File: src/rtl/booth_mult_seq.sv
// Iterative radix-2 Booth multiplier retiring BITS_PER_CYCLE steps per clock,
// with valid/ready handshakes on operand and result sides.
module booth_mult_seq #(
    parameter int WIDTH          = 32,
    parameter int BITS_PER_CYCLE = 4
) (
    input  logic                 clk,
    input  logic                 rst,
    input  logic                 in_valid,
    output logic                 in_ready,
    input  logic [WIDTH-1:0]     in0,
    input  logic [WIDTH-1:0]     in1,
    input  logic                 is_signed,
    output logic                 out_valid,
    input  logic                 out_ready,
    output logic [2*WIDTH-1:0]   result,
    output logic                 busy
);

    localparam int N     = WIDTH / BITS_PER_CYCLE;
    localparam int CNT_W = (N > 1) ? $clog2(N) : 1;
    localparam logic [CNT_W-1:0] LAST = CNT_W'(N - 1);

    if ((WIDTH % BITS_PER_CYCLE) != 0) begin : g_bad_cfg
        $error("booth_mult_seq: BITS_PER_CYCLE must divide WIDTH");
    end

    typedef enum logic [1:0] {IDLE, RUN, CORR, DONE} state_t;

    state_t               state_q;
    logic [WIDTH:0]       mcand_q;
    logic [WIDTH+1:0]     acc_q, acc_d;
    logic [WIDTH:0]       q_q, q_d;
    logic [CNT_W-1:0]     cnt_q;
    logic                 corr_q;
    logic                 out_valid_q;
    logic                 busy_q;
    logic [2*WIDTH-1:0]   result_q;
    logic [2*WIDTH-1:0]   prod_d;

    // Chained Booth steps: add/sub by Q[1:0], then arithmetic shift {acc,Q}.
    always_comb begin
        acc_d = acc_q;
        q_d   = q_q;
        for (int unsigned i = 0; i < BITS_PER_CYCLE; i++) begin
            case (q_d[1:0])
                2'b01:   acc_d = acc_d + {mcand_q[WIDTH], mcand_q};
                2'b10:   acc_d = acc_d - {mcand_q[WIDTH], mcand_q};
                default: ;
            endcase
            q_d   = {acc_d[0], q_d[WIDTH:1]};
            acc_d = {acc_d[WIDTH+1], acc_d[WIDTH+1:1]};
        end
    end

    // Booth sees the multiplier as signed; an unsigned multiplier with MSB set
    // is short by mcand * 2^WIDTH.
    always_comb begin
        prod_d = {acc_q[WIDTH-1:0], q_q[WIDTH:1]}
               + (corr_q ? {mcand_q[WIDTH-1:0], {WIDTH{1'b0}}} : '0);
    end

    always_ff @(posedge clk) begin
        if (rst) begin
            state_q     <= IDLE;
            mcand_q     <= '0;
            acc_q       <= '0;
            q_q         <= '0;
            cnt_q       <= '0;
            corr_q      <= 1'b0;
            out_valid_q <= 1'b0;
            busy_q      <= 1'b0;
            result_q    <= '0;
        end else begin
            case (state_q)
                IDLE: begin
                    if (in_valid) begin
                        mcand_q <= is_signed ? {in0[WIDTH-1], in0} : {1'b0, in0};
                        acc_q   <= '0;
                        q_q     <= {in1, 1'b0};
                        cnt_q   <= '0;
                        corr_q  <= !is_signed && in1[WIDTH-1];
                        busy_q  <= 1'b1;
                        state_q <= RUN;
                    end
                end
                RUN: begin
                    acc_q <= acc_d;
                    q_q   <= q_d;
                    cnt_q <= cnt_q + 1'b1;
                    if (cnt_q == LAST) state_q <= CORR;
                end
                CORR: begin
                    result_q    <= prod_d;
                    busy_q      <= 1'b0;
                    out_valid_q <= 1'b1;
                    state_q     <= DONE;
                end
                DONE: begin
                    if (out_ready) begin
                        out_valid_q <= 1'b0;
                        state_q     <= IDLE;
                    end
                end
                default: state_q <= IDLE;
            endcase
        end
    end

    // Gated by rst so operands are never offered while reset is applied.
    assign in_ready  = (state_q == IDLE) && !rst;
    assign out_valid = out_valid_q;
    assign result    = result_q;
    assign busy      = busy_q;

endmodule

File: config.mk
export PLATFORM = sky130hd
export DESIGN_NAME = booth_mult_seq
export DESIGN_NICKNAME = d
export VERILOG_FILES = /design/src/rtl/booth_mult_seq.sv
export SDC_FILE = /design/constraint.sdc
export NUM_CORES = 1
export LEC_CHECK = 0
export ABC_AREA = 0
export CAP_MARGIN = 25
export CORE_UTILIZATION = 40
export CTS_CLUSTER_SIZE = 12
export DETAILED_ROUTE_END_ITERATION = 16
export PLACE_DENSITY = 0.61
export SLEW_MARGIN = 20
export SYNTH_ARGS = -nofsm -noshare
export SYNTH_HDL_FRONTEND = slang
export SYNTH_SLANG_ARGS = --single-unit
File: constraint.sdc
create_clock -name clk -period 9.4 [get_ports clk]
set_clock_uncertainty 0.1 [all_clocks]
set_input_delay 1.88 -clock clk [delete_from_list [all_inputs] [get_ports clk]]
set_output_delay 1.88 -clock clk [all_outputs]
set_load 0.02 [all_outputs]
Word-level counts from Yosys, hierarchy flattened --
Index checks and enable logic that the tools add are counted.
Cells by class: equality and inequality tests 15, $add $sub $neg 10, reductions and logical operators 13, multiplexer cells 20
Operators by type and width (number):
- one-hot mux 34 bit (2 select lines) | 5
- adder 33 x 33 -> 34 bit | 3
- subtractor 33 x 33 -> 34 bit | 3
- 2-to-1 mux 33 bit | 2
- one-hot mux 33 bit (2 select lines) | 1
- adder 64 bit | 1
- 2-to-1 mux 64 bit | 1
- adder 34 bit | 1
- 2-to-1 mux 34 bit | 1
- subtractor 34 bit | 1
- == test 2 bit, second input constant | 6
- == test 2 x 1 -> 1 bit, second input constant | 5
- one-hot mux 2 bit (4 select lines) | 1
- AND reduction 2 bit | 4
- 2-to-1 mux 2 bit | 3
- != test 2 bit, second input constant | 3
- one-hot mux 3 bit (2 select lines) | 1
- nonzero test 2 bit | 3
- one-hot mux 1 bit (2 select lines) | 2
- adder 3 x 1 -> 3 bit, second input constant | 1
- == test 3 bit, second input constant | 1
- 2-to-1 mux 3 bit | 1
- AND reduction 3 bit | 1
- logical AND 1 bit | 2
- 3 further kinds | 5
Word-level totals: register bits 172, output and inout port bits 67, logic and storage cells 67, input port bits 69

Longest topological paths before layout --
word-level depth 9, gate-level depth with buffers 51, gate-level depth less buffers 49

Least setup slack after synthesis --
Ideal clock, no wire load.
path kind register to register, start point register mcand_q[1], end point register acc_q[32], period minus slack after synthesis 9.835 ns, path slack -0.435 ns, required time 9.170 ns, arrival 9.605 ns, stages on the path, launching flop included 45, path buffers 2, setup time 0.130 ns, path through dfxtp_1 buf_2 inv_1 ha_1 or4b_4 or4_4 nor4_4 nor2_1 xnor2_1 ha_1 buf_2 nand2_1 or4_1 a211o_1 and3_1 a311oi_2 ha_1 a21oi_1 [... 9 more ...] mux2_2 nor4bb_1 or2_2 xnor2_1 nor2_1 xnor2_1 ha_1 nand3_1 a2111o_1 nand3_1 o211ai_1 o221a_2 a31oi_1 o32a_2 a31oi_4 o211a_1 a2111oi_1 nand2_1
Between the ends: word-level cells in the longest chain between the ends 9, elaborated cells between the ends (all ways) 13, classes of those cells add/sub: 8; mux: 5
Ends and longest elaborated chain:
- from (decl) | RTL line 31 | logic [WIDTH:0] mcand_q;
- from (signal assigned) | RTL line 78 | mcand_q <= is_signed ? {in0[WIDTH-1], in0} : {1'b0, in0};
- subtractor 34 bit / adder 34 bit (equally long branches) | RTL line 48, 47
- one-hot mux 34 bit (2 select lines) | RTL line 46 | case (q_d[1:0])
- subtractor 33 x 33 -> 34 bit / adder 33 x 33 -> 34 bit (equally long branches) | RTL line 48, 47
- one-hot mux 34 bit (2 select lines) | RTL line 46
- subtractor 33 x 33 -> 34 bit / adder 33 x 33 -> 34 bit (equally long branches) | RTL line 48, 47
- one-hot mux 34 bit (2 select lines) | RTL line 46
- subtractor 33 x 33 -> 34 bit / adder 33 x 33 -> 34 bit (equally long branches) | RTL line 48, 47
- one-hot mux 34 bit (2 select lines) (*) | RTL line 46
- one-hot mux 34 bit (2 select lines) (*) | RTL line 75 | case (state_q)
- to (signal assigned) | RTL line 67 | acc_q <= '0;
- to (signal assigned) | RTL line 79 | acc_q <= '0;
- to (signal assigned) | RTL line 88 | acc_q <= acc_d;
- to (decl) | RTL line 32 | logic [WIDTH+1:0] acc_q, acc_d;
Mark *: on every way between the ends. The rest lies on a longest branch, timed or not. A chain may end at the register's enable or synchronous reset.

Final worst setup path --
Same ends and word-level chain as after synthesis.

==> impl_metrics.json <==
{
  "min_path_cells": 2,
  "vias_per_cell": 5.53,
  "yosysWarnings": 0,
  "maxCapViolations": 0,
  "synth_edf_count": 0,
  "fin_area_sq_um": 25500,
  "fin_setup_tns_ns": -0.236,
  "ff2ff_setup_slack_ns": -0.20,
  "clock-sinks": 171,
  "area_delta_synth_final_pct": 33.0,
  "vias": 20200,
  "synthCells": 2581,
  "grt_pass1_wl_um": 103000,
  "final_nets": 3280,
  "startpoint_type": "flop",
  "dr.pass1.iters": 5,
  "drt_first_iter_violations": 1195,
  "final.fill_count": 4344,
  "portBuffers": 135,
  "cp_num_buf_inv": 6,
  "grt_use_total_pct": 26.0,
  "postRouteAntennaNets": 0,
  "required_ns": 9.63,
  "grt_max_degree": 91,
  "crit_path_top_delay_cell": "or4_4",
  "yosysUniqueCellTypes": 102,
  "endpoint_kind": "flop",
  "antenna_found_initial": 0,
  "ys_top_cells_by_area": "dfxtp_1 18%, ha_1 11%, xnor2_1 9.6%",
  "cts-root-buf": "clkbuf_16",
  "max_clock_freq_mhz": 104,
  "rsz0062_at_grt": "yes",
  "htreeDepth": 4,
  "worstRegToRegCells": 45,
  "min_period_ns": 9.60,
  "num_antenna_cells": 0,
  "layout-drive-gt1-share_pct": 23.1,
  "hold_slack_ns": 0.371,
  "ys.flop_type": "dfxtp_1",
  "grt_overflow": 0,
  "synth.most_common_cell": "nor2_1",
  "hold_class": "flop to flop",
  "critPathLaunch": "mcand_q[1]",
  "die-area_sq_um": 48800,
  "max-slew-margin-rel_pct": 35.3,
  "die_w_um": 221,
  "cts_tree": "built",
  "slowest_delay_ns": 0.57,
  "ys_ff_latch": 171,
  "finalHoldViolCount": 0,
  "path_clk_slew_ns": 0.07,
  "seq_area_frac_synth_pct": 17.8,
  "grt_pass1_vias": 19400,
  "crit_end": "acc_q[32]",
  "netlist_area_sq_um": 19200,
  "finalSetupViolCount": 2,
  "arrival_ns": 9.83,
  "synth.top_cell.area_share_pct": 17.8,
  "clockBufferDepth": 2,
  "die_h_um": 221,
  "ys_async_sr_fraction_pct": 0,
  "r2r-end": "acc_q[32]",
  "core-area_sq_um": 47000,
  "route.detailed.drc": 0,
  "routed_wl_um": 65600,
  "wl_per_cell_um": 18.0,
  "critPathMaxFanout": 5,
  "timing.rr.start": "mcand_q[1]",
  "syn_area_per_cell_sq_um": 7.43,
  "placed_cell_area_sq_um": 23900,
  "synth_fp_nets": 2826,
  "path_class": "flop to flop",
  "placementRows": 79,
  "timing.final.max_slew_violations": 0,
  "clk_latency_ns": 0.45,
  "numCtsBuffers": 17,
  "io_pins": 136,
  "violations": "negative setup slack",
  "status": "complete, but fails checks",
  "layout_setup_ws_ns": -0.196,
  "path_delay_family": "compound AO/OA/AOI/OAI gates",
  "cp.depth": 45,
  "initial_utilization_pct": 40.9,
  "place_hpwl_um": 51700,
  "period_share_pct": 102,
  "gp_congestion": 0.974,
  "ys_top_cells_by_count": "375 x nor2_1, 249 x nand2_1, 211 x xnor2_1",
  "worst_pin_slew_ns": 0.971,
  "synth_top_cell_by_area": "dfxtp_1"
}
[layout make-up]
| class | instances | area, sq um | area share [%] |
|---|---|---|---|
| multi-input combinational | 2178 | 15700 | 61.5 |
| timing repair buffer | 582 | 4730 | 18.5 |
| sequential | 171 | 3430 | 13.4 |
| tap | 607 | 759 | 2.98 |
| clock buffer | 23 | 478 | 1.87 |
| inverter | 85 | 319 | 1.25 |
| clock inverter | 8 | 110 | 0.432 |
[tightest hold or removal path: stages (launching register included)]
cell and delay [ns]:
dfxtp_1 0.31, nand2_1 0.06, a21oi_1 0.05
[state kept, by name (all words and copies together), names as in the netlist]
name,count
result,64
busy,1
acc_q,33
q_q,33
cnt_q,3
state_q,2
corr_q,1
out_valid,1
mcand_q,33
[cells in the final DEF (no fill, tap or decap), types with 13 or more instances in the layout]
cell type        count
buf_4              442
nor2_1             362
nand2_1            243
xnor2_1            204
dfxtp_1            169
a21oi_1            166
ha_1               151
clkdlybuf4s50_1    134
o21ai_0            109
mux2i_1             99
inv_1               79
a21o_1              56
and2_1              51
nor3_1              48
a211oi_1            45
xor2_1              44
nand3_1             32
nand2b_1            30
a22oi_1             29
o21ai_1             22
o21a_1              21
nor2b_1             21
and3_1              21
a21oi_2             19
clkbuf_16           17
o21bai_1            15
o211ai_1            15
o31ai_1             14
or3_1               13
or2_2               13
o21ai_2             13
a31oi_1             13
ha_4                13
[routing by layer]
metal,routed length [um],up-vias,share of wire (%),GRT usage [%]
met2,28400,617,43,40.9
li1,-,10000,-,-
met5,0,-,0,0
met1,30600,9519,47,35.5
met3,5130,78,7.8,5.86
met4,1470,0,2.2,7.29
[how the worst min path moves through the flow]
stage	from	slack (ns)	to
after CTS	result[61]	0.37	result[61]
after global routing	result[38]	0.40	result[38]
after floorplan	q_q[30]	0.34	q_q[30]
final	result[61]	0.37	result[61]
after detailed placement	result[51]	0.36	result[51]
after global placement	result[51]	0.35	result[51]
[cells by family after synthesis]
logic type | synth area share (%)
AND/OR/NAND/NOR | 23.3
AO/OA/AOI/OAI | 22.9
XOR/XNOR | 12.7
buffers and inverters | 5.36
adder cells (fa/ha/maj) | 11.7
flip-flops | 17.8
multiplexers | 6.13
[timing repair]
item | CTS | global route
pin swaps | 22 | 94
endpoints found under the setup margin | 7 | 9
gates resized for setup | 55 | 136
setup buffers | 8 | 20
hold endpoints to repair | 0 | 0
hold buffers | 0 | 0
[through the flow]
stage | utilization, % | worst slack [ns] | instances
floorplan | - | 0.0126 | 2581
CTS | 52.7 | -0.0983 | 3635
global route | 54.3 | -0.645 | 3654
finish | 54.3 | -0.196 | 3654
detailed placement | 50.9 | -0.531 | 3596
global placement | 50.9 | -0.387 | 3596
Power is left out: the tool's default activity adds up to more than one toggle a clock period on the data nets, which glitch-free logic cannot reach.
